--- config.mk ---
export PLATFORM = sky130hd
export DESIGN_NAME = altair_bus_ctrl
export DESIGN_NICKNAME = d
export VERILOG_FILES = /design/src/rtl/altair_bus_pkg.sv /design/src/rtl/altair_boot_fsm.sv /design/src/rtl/altair_bus_ctrl.sv
export SDC_FILE = /design/constraint.sdc
export NUM_CORES = 1
export LEC_CHECK = 0
export CAP_MARGIN = 40
export CORE_AREA = 2 2 65 67
export CTS_CLUSTER_DIAMETER = 80
export DETAILED_ROUTE_END_ITERATION = 16
export DIE_AREA = 0 0 67 69
export PLACE_DENSITY_LB_ADDON = 0.2
export SETUP_SLACK_MARGIN = 0.2
export SLEW_MARGIN = 20
export SYNTH_ARGS = -nofsm -noshare
export SYNTH_HDL_FRONTEND = slang
export SYNTH_SLANG_ARGS = --single-unit
--- constraint.sdc ---
create_clock -name clk -period 2.6 [get_ports clk]
set_input_delay 0.52 -clock clk [delete_from_list [all_inputs] [get_ports clk]]
set_output_delay 0.52 -clock clk [all_outputs]
set_load 0.05 [all_outputs]
--- src/rtl/altair_bus_pkg.sv ---
// altair_bus_pkg: shared constants and types for the i8080 bus controller.
//   STATUS_*  bit positions inside the latched i8080 status word
//   OP_JMP    opcode fed to the CPU by the boot overlay
//   boot_state_e  boot overlay state encoding
package altair_bus_pkg;

  localparam int STATUS_INP  = 6;
  localparam int STATUS_OUT  = 4;
  localparam int STATUS_MEMR = 7;

  localparam logic [7:0] OP_JMP = 8'hC3;

  typedef enum logic [1:0] {
    BOOT0 = 2'd0,
    BOOT1 = 2'd1,
    BOOT2 = 2'd2,
    RUN   = 2'd3
  } boot_state_e;

endpackage

--- src/rtl/altair_boot_fsm.sv ---
// altair_boot_fsm: turn-key boot overlay. Feeds JMP BOOT_ADDR to the CPU over
// the first three reads, then steps aside for good.
//
// state | meaning
// BOOT0 | supplying JMP opcode (C3)
// BOOT1 | supplying BOOT_ADDR low byte
// BOOT2 | supplying BOOT_ADDR high byte
// RUN   | overlay inactive until next reset
//
// Ports:
//   clk, reset_n   clock, async active-low reset
//   cpu_rd         CPU read strobe (advance on its falling edge)
//   boot_active    high while overlay drives read data
//   boot_byte      byte the overlay supplies in the current state
module altair_boot_fsm
  import altair_bus_pkg::*;
#(
  parameter int          BOOT_EN   = 1,
  parameter logic [15:0] BOOT_ADDR = 16'hFD00
) (
  input  logic       clk,
  input  logic       reset_n,
  input  logic       cpu_rd,
  output logic       boot_active,
  output logic [7:0] boot_byte
);

  boot_state_e state, state_nxt;
  logic        rd_q;
  logic        rd_fall;

  always_ff @(posedge clk or negedge reset_n) begin
    if (!reset_n) begin
      if (BOOT_EN != 0) state <= BOOT0;
      else              state <= RUN;
      rd_q <= 1'b0;
    end else begin
      state <= state_nxt;
      rd_q  <= cpu_rd;
    end
  end

  // Advancing on the falling edge keeps the byte stable for the whole read.
  assign rd_fall = rd_q & ~cpu_rd;

  always_comb begin
    state_nxt = state;
    boot_byte = 8'hFF;
    case (state)
      BOOT0: begin
        boot_byte = OP_JMP;
        if (rd_fall) state_nxt = BOOT1;
      end
      BOOT1: begin
        boot_byte = BOOT_ADDR[7:0];
        if (rd_fall) state_nxt = BOOT2;
      end
      BOOT2: begin
        boot_byte = BOOT_ADDR[15:8];
        if (rd_fall) state_nxt = RUN;
      end
      default: state_nxt = RUN;
    endcase
  end

  assign boot_active = (state != RUN);

endmodule

--- src/rtl/altair_bus_ctrl.sv ---
// altair_bus_ctrl: i8080 bus controller. CPU clock enable with wait states,
// status-word latch, priority memory/I/O decode, read-data mux, bank register
// and boot overlay.
//
// Ports:
//   clk, reset_n                 clock, async active-low reset
//   cpu_addr/odata/sync/rd/wr_n  CPU bus
//   cpu_ce                       registered CPU clock enable
//   cpu_idata                    read data to CPU
//   mem_rd/mem_we, mem_data_in   per-region strobes and read data
//   io_rd/io_we, io_data_in      per-port strobes and read data
//   bank                         bank select register
//   boot_active                  boot overlay in control of read data
//   status                       latched status word
module altair_bus_ctrl
  import altair_bus_pkg::*;
#(
  parameter int                    NUM_MEM     = 4,
  parameter int                    NUM_IO      = 2,
  parameter logic [8*NUM_MEM-1:0]  MEM_BASE    = {8'hFD, 8'hFB, 8'h20, 8'h00},
  parameter logic [8*NUM_MEM-1:0]  MEM_MASK    = {8'hFF, 8'hFF, 8'hE0, 8'hE0},
  parameter logic [NUM_MEM-1:0]    MEM_RO      = 4'b1000,
  parameter logic [8*NUM_IO-1:0]   IO_BASE     = {8'h10, 8'h00},
  parameter logic [8*NUM_IO-1:0]   IO_MASK     = {8'hFE, 8'hFE},
  parameter int                    WAIT_STATES = 1,
  parameter int                    BOOT_EN     = 1,
  parameter logic [15:0]           BOOT_ADDR   = 16'hFD00,
  parameter int                    BANK_BITS   = 2,
  parameter logic [7:0]            BANK_PORT   = 8'hFF
) (
  input  logic                   clk,
  input  logic                   reset_n,
  input  logic [15:0]            cpu_addr,
  input  logic [7:0]             cpu_odata,
  input  logic                   cpu_sync,
  input  logic                   cpu_rd,
  input  logic                   cpu_wr_n,
  output logic                   cpu_ce,
  output logic [7:0]             cpu_idata,
  output logic [NUM_MEM-1:0]     mem_rd,
  output logic [NUM_MEM-1:0]     mem_we,
  input  logic [NUM_MEM*8-1:0]   mem_data_in,
  output logic [NUM_IO-1:0]      io_rd,
  output logic [NUM_IO-1:0]      io_we,
  input  logic [NUM_IO*8-1:0]    io_data_in,
  output logic [BANK_BITS-1:0]   bank,
  output logic                   boot_active,
  output logic [7:0]             status
);

  localparam int CW = (WAIT_STATES > 0) ? $clog2(WAIT_STATES + 1) : 1;
  localparam logic [CW-1:0] WS_TC = CW'(WAIT_STATES);

  logic [CW-1:0]      ws_cnt;
  logic [NUM_MEM-1:0] mem_sel;
  logic [NUM_IO-1:0]  io_sel;
  logic               mem_found, io_found;
  logic [7:0]         mem_rdata, io_rdata;
  logic [7:0]         boot_byte;
  logic               io_mode_rd, io_mode_wr;
  logic               bank_wr;

  // CE generator: pulse when counter reaches WAIT_STATES, then wrap.
  always_ff @(posedge clk or negedge reset_n) begin
    if (!reset_n) begin
      ws_cnt <= '0;
      cpu_ce <= 1'b0;
    end else begin
      cpu_ce <= (ws_cnt == WS_TC);
      ws_cnt <= (ws_cnt == WS_TC) ? '0 : ws_cnt + 1'b1;
    end
  end

  always_ff @(posedge clk or negedge reset_n) begin
    if (!reset_n)     status <= 8'h00;
    else if (cpu_sync) status <= cpu_odata;
  end

  assign io_mode_rd = status[STATUS_INP];
  assign io_mode_wr = status[STATUS_OUT];

  assign bank_wr = io_mode_wr & (cpu_addr[7:0] == BANK_PORT) & ~cpu_wr_n & cpu_ce;

  always_ff @(posedge clk or negedge reset_n) begin
    if (!reset_n)    bank <= '0;
    else if (bank_wr) bank <= cpu_odata[BANK_BITS-1:0];
  end

  // Priority decode: first hit from index 0 upward wins.
  always_comb begin
    mem_sel   = '0;
    mem_found = 1'b0;
    mem_rdata = 8'hFF;
    for (int i = 0; i < NUM_MEM; i++) begin
      if (!mem_found && ((cpu_addr[15:8] & MEM_MASK[8*i +: 8]) == MEM_BASE[8*i +: 8])) begin
        mem_found  = 1'b1;
        mem_sel[i] = 1'b1;
        mem_rdata  = mem_data_in[8*i +: 8];
      end
    end
  end

  always_comb begin
    io_sel   = '0;
    io_found = 1'b0;
    io_rdata = 8'hFF;
    for (int i = 0; i < NUM_IO; i++) begin
      if (!io_found && ((cpu_addr[7:0] & IO_MASK[8*i +: 8]) == IO_BASE[8*i +: 8])) begin
        io_found  = 1'b1;
        io_sel[i] = 1'b1;
        io_rdata  = io_data_in[8*i +: 8];
      end
    end
  end

  // reset_n gating drops strobes the instant reset asserts, without waiting
  // for the cleared status word to propagate through decode.
  assign mem_rd = (reset_n & cpu_rd & ~io_mode_rd & ~boot_active) ? mem_sel : '0;
  assign mem_we = (reset_n & ~cpu_wr_n & ~io_mode_wr) ? (mem_sel & ~MEM_RO) : '0;
  assign io_rd  = (reset_n & cpu_rd & io_mode_rd) ? io_sel : '0;
  assign io_we  = (reset_n & ~cpu_wr_n & io_mode_wr) ? io_sel : '0;

  always_comb begin
    cpu_idata = 8'hFF;
    if (boot_active)                          cpu_idata = boot_byte;
    else if (io_mode_rd) begin
      if (cpu_addr[7:0] == BANK_PORT)         cpu_idata = 8'(bank);
      else if (io_found)                      cpu_idata = io_rdata;
    end else if (mem_found)                   cpu_idata = mem_rdata;
  end

  altair_boot_fsm #(
    .BOOT_EN   (BOOT_EN),
    .BOOT_ADDR (BOOT_ADDR)
  ) u_boot (
    .clk         (clk),
    .reset_n     (reset_n),
    .cpu_rd      (cpu_rd),
    .boot_active (boot_active),
    .boot_byte   (boot_byte)
  );

endmodule

==> flow_summary.ini, run 1 <==
[flow_run]
cap_viol_max_count = 0

[finish]
layout_common_cells = clkdlybuf4s50_1, buf_4, dfrtp_1
drive_above_1_share_pct = 36.1
antennaDiodeCount = 0
final_common_cell = clkdlybuf4s50_1
area_growth_pct = 121
finalCoreUtilization_pct = 74.9
fin_area_sq_mm = 0.00293
fin_nets = 358

[timing]
setup_viol = 0
timing.slew.headroom_pct = 65.2
fmax_mhz = 414
fin_skew_ns = 0.00188
tightest_slew_ns = 0.520
rsz0062_at_grt = true
fin_crit_ns = 2.42
fin_hold_ws_ns = 0.340
final_max_slew_viol_count = 0
hold_viol_final = 0
fin_crit_sh_pct = 92.9

[setup_path]
cp.arrival_ns = 1.90
path_cells = buf_6 -> or3b_4 -> a2111oi_4 -> o21ai_1 -> a32o_2 -> buf_8
cp_slowest_cell = or3b_4
critPathMaxFanout = 4
crit_type = in -> out
startpoint_type = primary input
critPathMaxStageDelay_ns = 0.39
crit_buf_inv = 2
crit_family = compound AO/OA/AOI/OAI gates
cp-end-kind = output pin
worst_ep_required_time_ns = 2.08

[clocking]
clk_pin_slew_ns = 0.06
clock_latency_ns = 0.25
numCtsBuffers = 3
cts.path.max_buffers = 2
cts.sinks = 15
cts_tree = yes
cts-htree-levels = 1
root_buffer = clkbuf_8

[yosys]
avgSynthCellArea_sq_um = 9.01
ys_top_cells_by_area = dfrtp_1, mux2_2, mux2i_1, ha_1, nor2_1
synth_top_flop_cell = dfrtp_1
syn-cell-area_sq_mm = 0.00133
synth_seq_cells = 15
syn_nets = 230
synth.largest_area_cell = dfrtp_1
seq_area_frac_synth_pct = 28.3
yosysTopAreaCellShare_pct = 28.3
async_flop_share_pct = 100
synth_edf_count = 0
yosysUniqueCellTypes = 41
yosysWarningCount = 0
synth_cells = 147

[floorplan]
die_x_um = 67
dieArea_sq_mm = 0.00462
ios = 109
core-area_sq_mm = 0.00391
die_h_um = 69
rows = 23
initial_utilization_pct = 33.9

[detailed_routing]
met3_length_um = 538
route.layer.met1.wl_um = 2010
post_drt_wl_per_cell_um = 16.2
dr.max_layer_used = met4
drc = 0
routed_wl_um = 5250
ant_nets = 0
dr_wl_met2_um = 2610
num_vias = 1678
drt_iter0_markers = 41
dr.pass1.iters = 4
viasPerCell = 5.18

[pwr]
power_density_mw_per_mm2 = 287
irDropWorstVdd_mv = 0.458
total_power_uw = 841
p_leak_uw = 0.00126

[min_path]
hold_path_class = in -> async

[global_routing]
grt_use_total_pct = 22.7
grt_first_pass_wirelength_um = 8190
overflow = 0
grt_pass1_vias = 1716
antenna_found_initial = 0
grt_max_degree = 13

[placed_design]
place_hpwl_um = 4070
io_buffers = 107
place_congestion = 0.758
post_dp_cell_area_sq_mm = 0.00269

[outcome]
status = finished clean
[worst reg2reg max path: stages (launching register included)]
cell     delay (ns)
dfrtp_1        0.42
inv_1          0.11
ha_1           0.24
o32ai_1        0.42
o32a_1         0.23
[registers in the layout, summed over array words and instances (netlist names)]
signal / flops
bank: 2
cpu_ce: 1
status: 8
u_boot.rd_q: 1
u_boot.state: 2
ws_cnt: 1
[timing repair]
item | in CTS | in global routing
endpoints found under the hold margin | 0 | 0
buffers inserted | 5 | 2
pin swaps | 20 | 16
hold buffers | 0 | 0
setup endpoints to repair | 19 | 17
resized for setup | 58 | 21
[metrics by stage]
stage	cells	TNS, ns	setup slack [ns]
detailed placement	313	-0.781	-0.265
global route	324	0	0.126
global placement	313	-0.631	-0.275
CTS	322	0	0.131
floorplan	147	-0.199	-0.102
finish	324	0	0.184
[Yosys cell counts, types with 2 or more instances]
| cell type | number |
|---|---|
| or3b_1 | 2 |
| nor3_1 | 4 |
| ha_1 | 6 |
| a2bb2oi_1 | 4 |
| nor3_2 | 2 |
| buf_2 | 3 |
| mux2i_1 | 12 |
| nand4_1 | 4 |
| o21ai_0 | 2 |
| a31oi_1 | 3 |
| a21oi_1 | 6 |
| nor2_1 | 13 |
| a221o_1 | 3 |
| mux2_2 | 12 |
| dfrtp_1 | 15 |
| a22o_1 | 4 |
| buf_4 | 2 |
| inv_1 | 8 |
| nor4_1 | 3 |
| o22ai_1 | 7 |
| nor2b_1 | 2 |
| clkbuf_1 | 4 |
| o211ai_1 | 2 |
| nand2_1 | 7 |
[final timing paths]
check	start	end	slack, ns	cells past startpoint
worst max-delay path	cpu_addr[9]	cpu_idata[0]	0.18	6
worst min-delay path	reset_n	u_boot.state[0]	0.34	3
worst max register to register	u_boot.state[0]	u_boot.state[0]	1.12	4
worst min register to register	ws_cnt	cpu_ce	0.37	0
max in group asynchronous	reset_n	status[6]	2.12	3
min in group clk	ws_cnt	cpu_ce	0.37	0
[cells by family after synthesis]
logic type | Yosys count | synth area share (%)
adder cells (fa/ha/maj) | 6 | 5.67
buffers and inverters | 17 | 5.66
flip-flops | 15 | 28.3
multiplexers | 24 | 19.3
AND/OR/NAND/NOR | 45 | 18.6
other | 1 | 0.283
AO/OA/AOI/OAI | 39 | 22.2
[layout make-up]
type | count | area (sq um)
repair buffers | 132 | 1380
multi-input cells | 115 | 1040
inverters | 8 | 30.0
fillers | 312 | 982
well taps | 50 | 62.6
flip-flops and latches | 15 | 375
clock buffers | 4 | 45.0
[metal layers]
metal / global-route usage (%) / vias to the layer above
met5: 0 / -
met4: 7.71 / 0
met3: 5.87 / 8
met2: 39.4 / 78
met1: 26.5 / 778
li1: - / 814
[power by group]
group          switching (uW)  internal (uW)  total (uW)
sequential               13.0            247         260
combinational             189            203         392
clock                    79.5            109         188
Note: power is estimated with default switching activity, not from simulation.
==> run 2: changes to the inputs <==
CAP_MARGIN = unset   (was 40)
SKIP_CTS_REPAIR_TIMING = 1   (was unset)
==> run 2 against run 1 <==
Cell count did not move. Largest power group unchanged. Sequential share of layout area fell by 0.25 points. Sequential power barely moved. Maximum frequency fell by 0.11%. Largest cell class unchanged. First-iteration DRC count fell by 4.9%. Critical path depth did not move. Power rose by 0.80%.
==> flow_summary.ini, run 2 (same netlist as run 1, synthesis figures left out) <==
[outcome]
status = finished clean

[setup_path]
cp.arrival_ns = 1.90
crit_type = in -> out
reg2reg_slack_ns = 1.13
startpoint_type = primary input
reg2reg_depth = 4
critPathMaxFanout = 1
worst_ep_required_time_ns = 2.08
r2r_end = u_boot.state[0]
cp-end-kind = output pin
worstReg2RegStart = u_boot.state[0]

[timing]
fin_crit_ns = 2.42
tightest_slew_ns = 0.532
rsz0062_at_grt = true
fin_crit_sh_pct = 93.0
hold_viol_final = 0
setup_viol = 0
fmax_mhz = 413
timing.slew.headroom_pct = 64.4
fin_skew_ns = 0.00221
fin_hold_ws_ns = 0.243
final_max_slew_viol_count = 0

[detailed_routing]
ant_nets = 0
num_vias = 1665
dr.pass1.iters = 4
viasPerCell = 5.14
drc = 0
drt_iter0_markers = 39
post_drt_wl_per_cell_um = 16.6
routed_wl_um = 5380

[global_routing]
grt_first_pass_wirelength_um = 7790
grt_pass1_vias = 1598
overflow = 0
grt_max_degree = 19
antenna_found_initial = 0
grt_use_total_pct = 21.5

[floorplan]
ios = 109
rows = 23
dieArea_sq_mm = 0.00462
die_x_um = 67
core-area_sq_mm = 0.00391
die_h_um = 69
initial_utilization_pct = 33.9

[finish]
antennaDiodeCount = 0
largest_reg_flops = 8
largestRegisters = status: 8 flops, bank: 2 flops, u_boot.state: 2 flops
stdcell_count = 324
drive_above_1_share_pct = 35.4
largest_register = status
final_common_cell = clkdlybuf4s50_1
fin_nets = 358
layout_common_cells = clkdlybuf4s50_1, buf_4, dlymetal6s2s_1, dfrtp_1
finalCoreUtilization_pct = 76.4
area_growth_pct = 126

[pwr]
irDropWorstVdd_mv = 0.437
p_leak_uw = 0.00137
power_density_mw_per_mm2 = 283

[clocking]
cts.sinks = 15
clock_latency_ns = 0.25
root_buffer = clkbuf_8
numCtsBuffers = 3
cts-htree-levels = 1
cts_tree = yes
cts.path.max_buffers = 2
clk_pin_slew_ns = 0.06

[flow_run]
cap_viol_max_count = 0

[placed_design]
dp.cells = 313
place_congestion = 0.758
place_hpwl_um = 4070
io_buffers = 107

[min_path]
hold_path_class = in -> async
## run 2: cell count changes in the layout (fill, tap and decap cells not counted), moves of 2 or more
| cell | change |
|---|---|
| buf_2 | -2 |
| buf_4 | +2 |
| dlymetal6s2s_1 | +13 |
| dlygate4sd2_1 | -6 |
| clkdlybuf4s15_1 | -4 |
| clkbuf_2 | -2 |
## run 2: per-layer routing
layer  track usage, %  wire length (um)  part of all wire (%)
met5                0                 0                     0
met4             6.12                99                   1.8
met3             6.20               542                    10
met2             35.9              2650                    49
met1             26.5              2080                    39
## run 2: worst max-delay path by stage
stage,startpoint,endpoint,slack (ns),cells after the start
2_1_floorplan,u_boot.state[0],mem_rd[3],-0.10,4
3_3_place_gp,cpu_addr[9],cpu_idata[0],-0.27,6
3_5_place_dp,cpu_addr[9],cpu_idata[0],-0.26,6
4_1_cts,cpu_addr[9],cpu_idata[0],-0.28,6
5_1_grt,mem_data_in[16],cpu_idata[0],0.13,6
6_report,mem_data_in[16],cpu_idata[0],0.18,6
## run 2: layout make-up
cell class | count | area [sq um]
flip-flops and latches | 15 | 375
inverters | 8 | 30.0
multi-input cells | 115 | 1050
well taps | 50 | 62.6
clock buffers | 4 | 45.0
repair buffers | 132 | 1430
fillers | 287 | 923
## run 2: per-stage QoR
step	setup WS (ns)	total power [uW]	setup TNS, ns	area, sq um
6_report	0.181	847	0	2990
4_1_cts	-0.283	824	-0.907	2730
2_1_floorplan	-0.102	436	-0.199	1380
3_3_place_gp	-0.275	629	-0.631	2690
3_5_place_dp	-0.265	634	-0.781	2690
5_1_grt	0.131	887	0	2990
## run 2: worst max-delay path, cell delays in order
cell	delay, ns
dlymetal6s2s_1	0.13
or3b_4	0.41
a2111oi_4	0.30
o21ai_1	0.10
a32o_2	0.29
buf_8	0.15
## run 2: report_power, final
| group | internal (uW) | switching [uW] |
|---|---|---|
| Sequential | 247 | 13.6 |
| Clock | 109 | 79.5 |
| Combinational | 208 | 190 |
| Total | 564 | 283 |
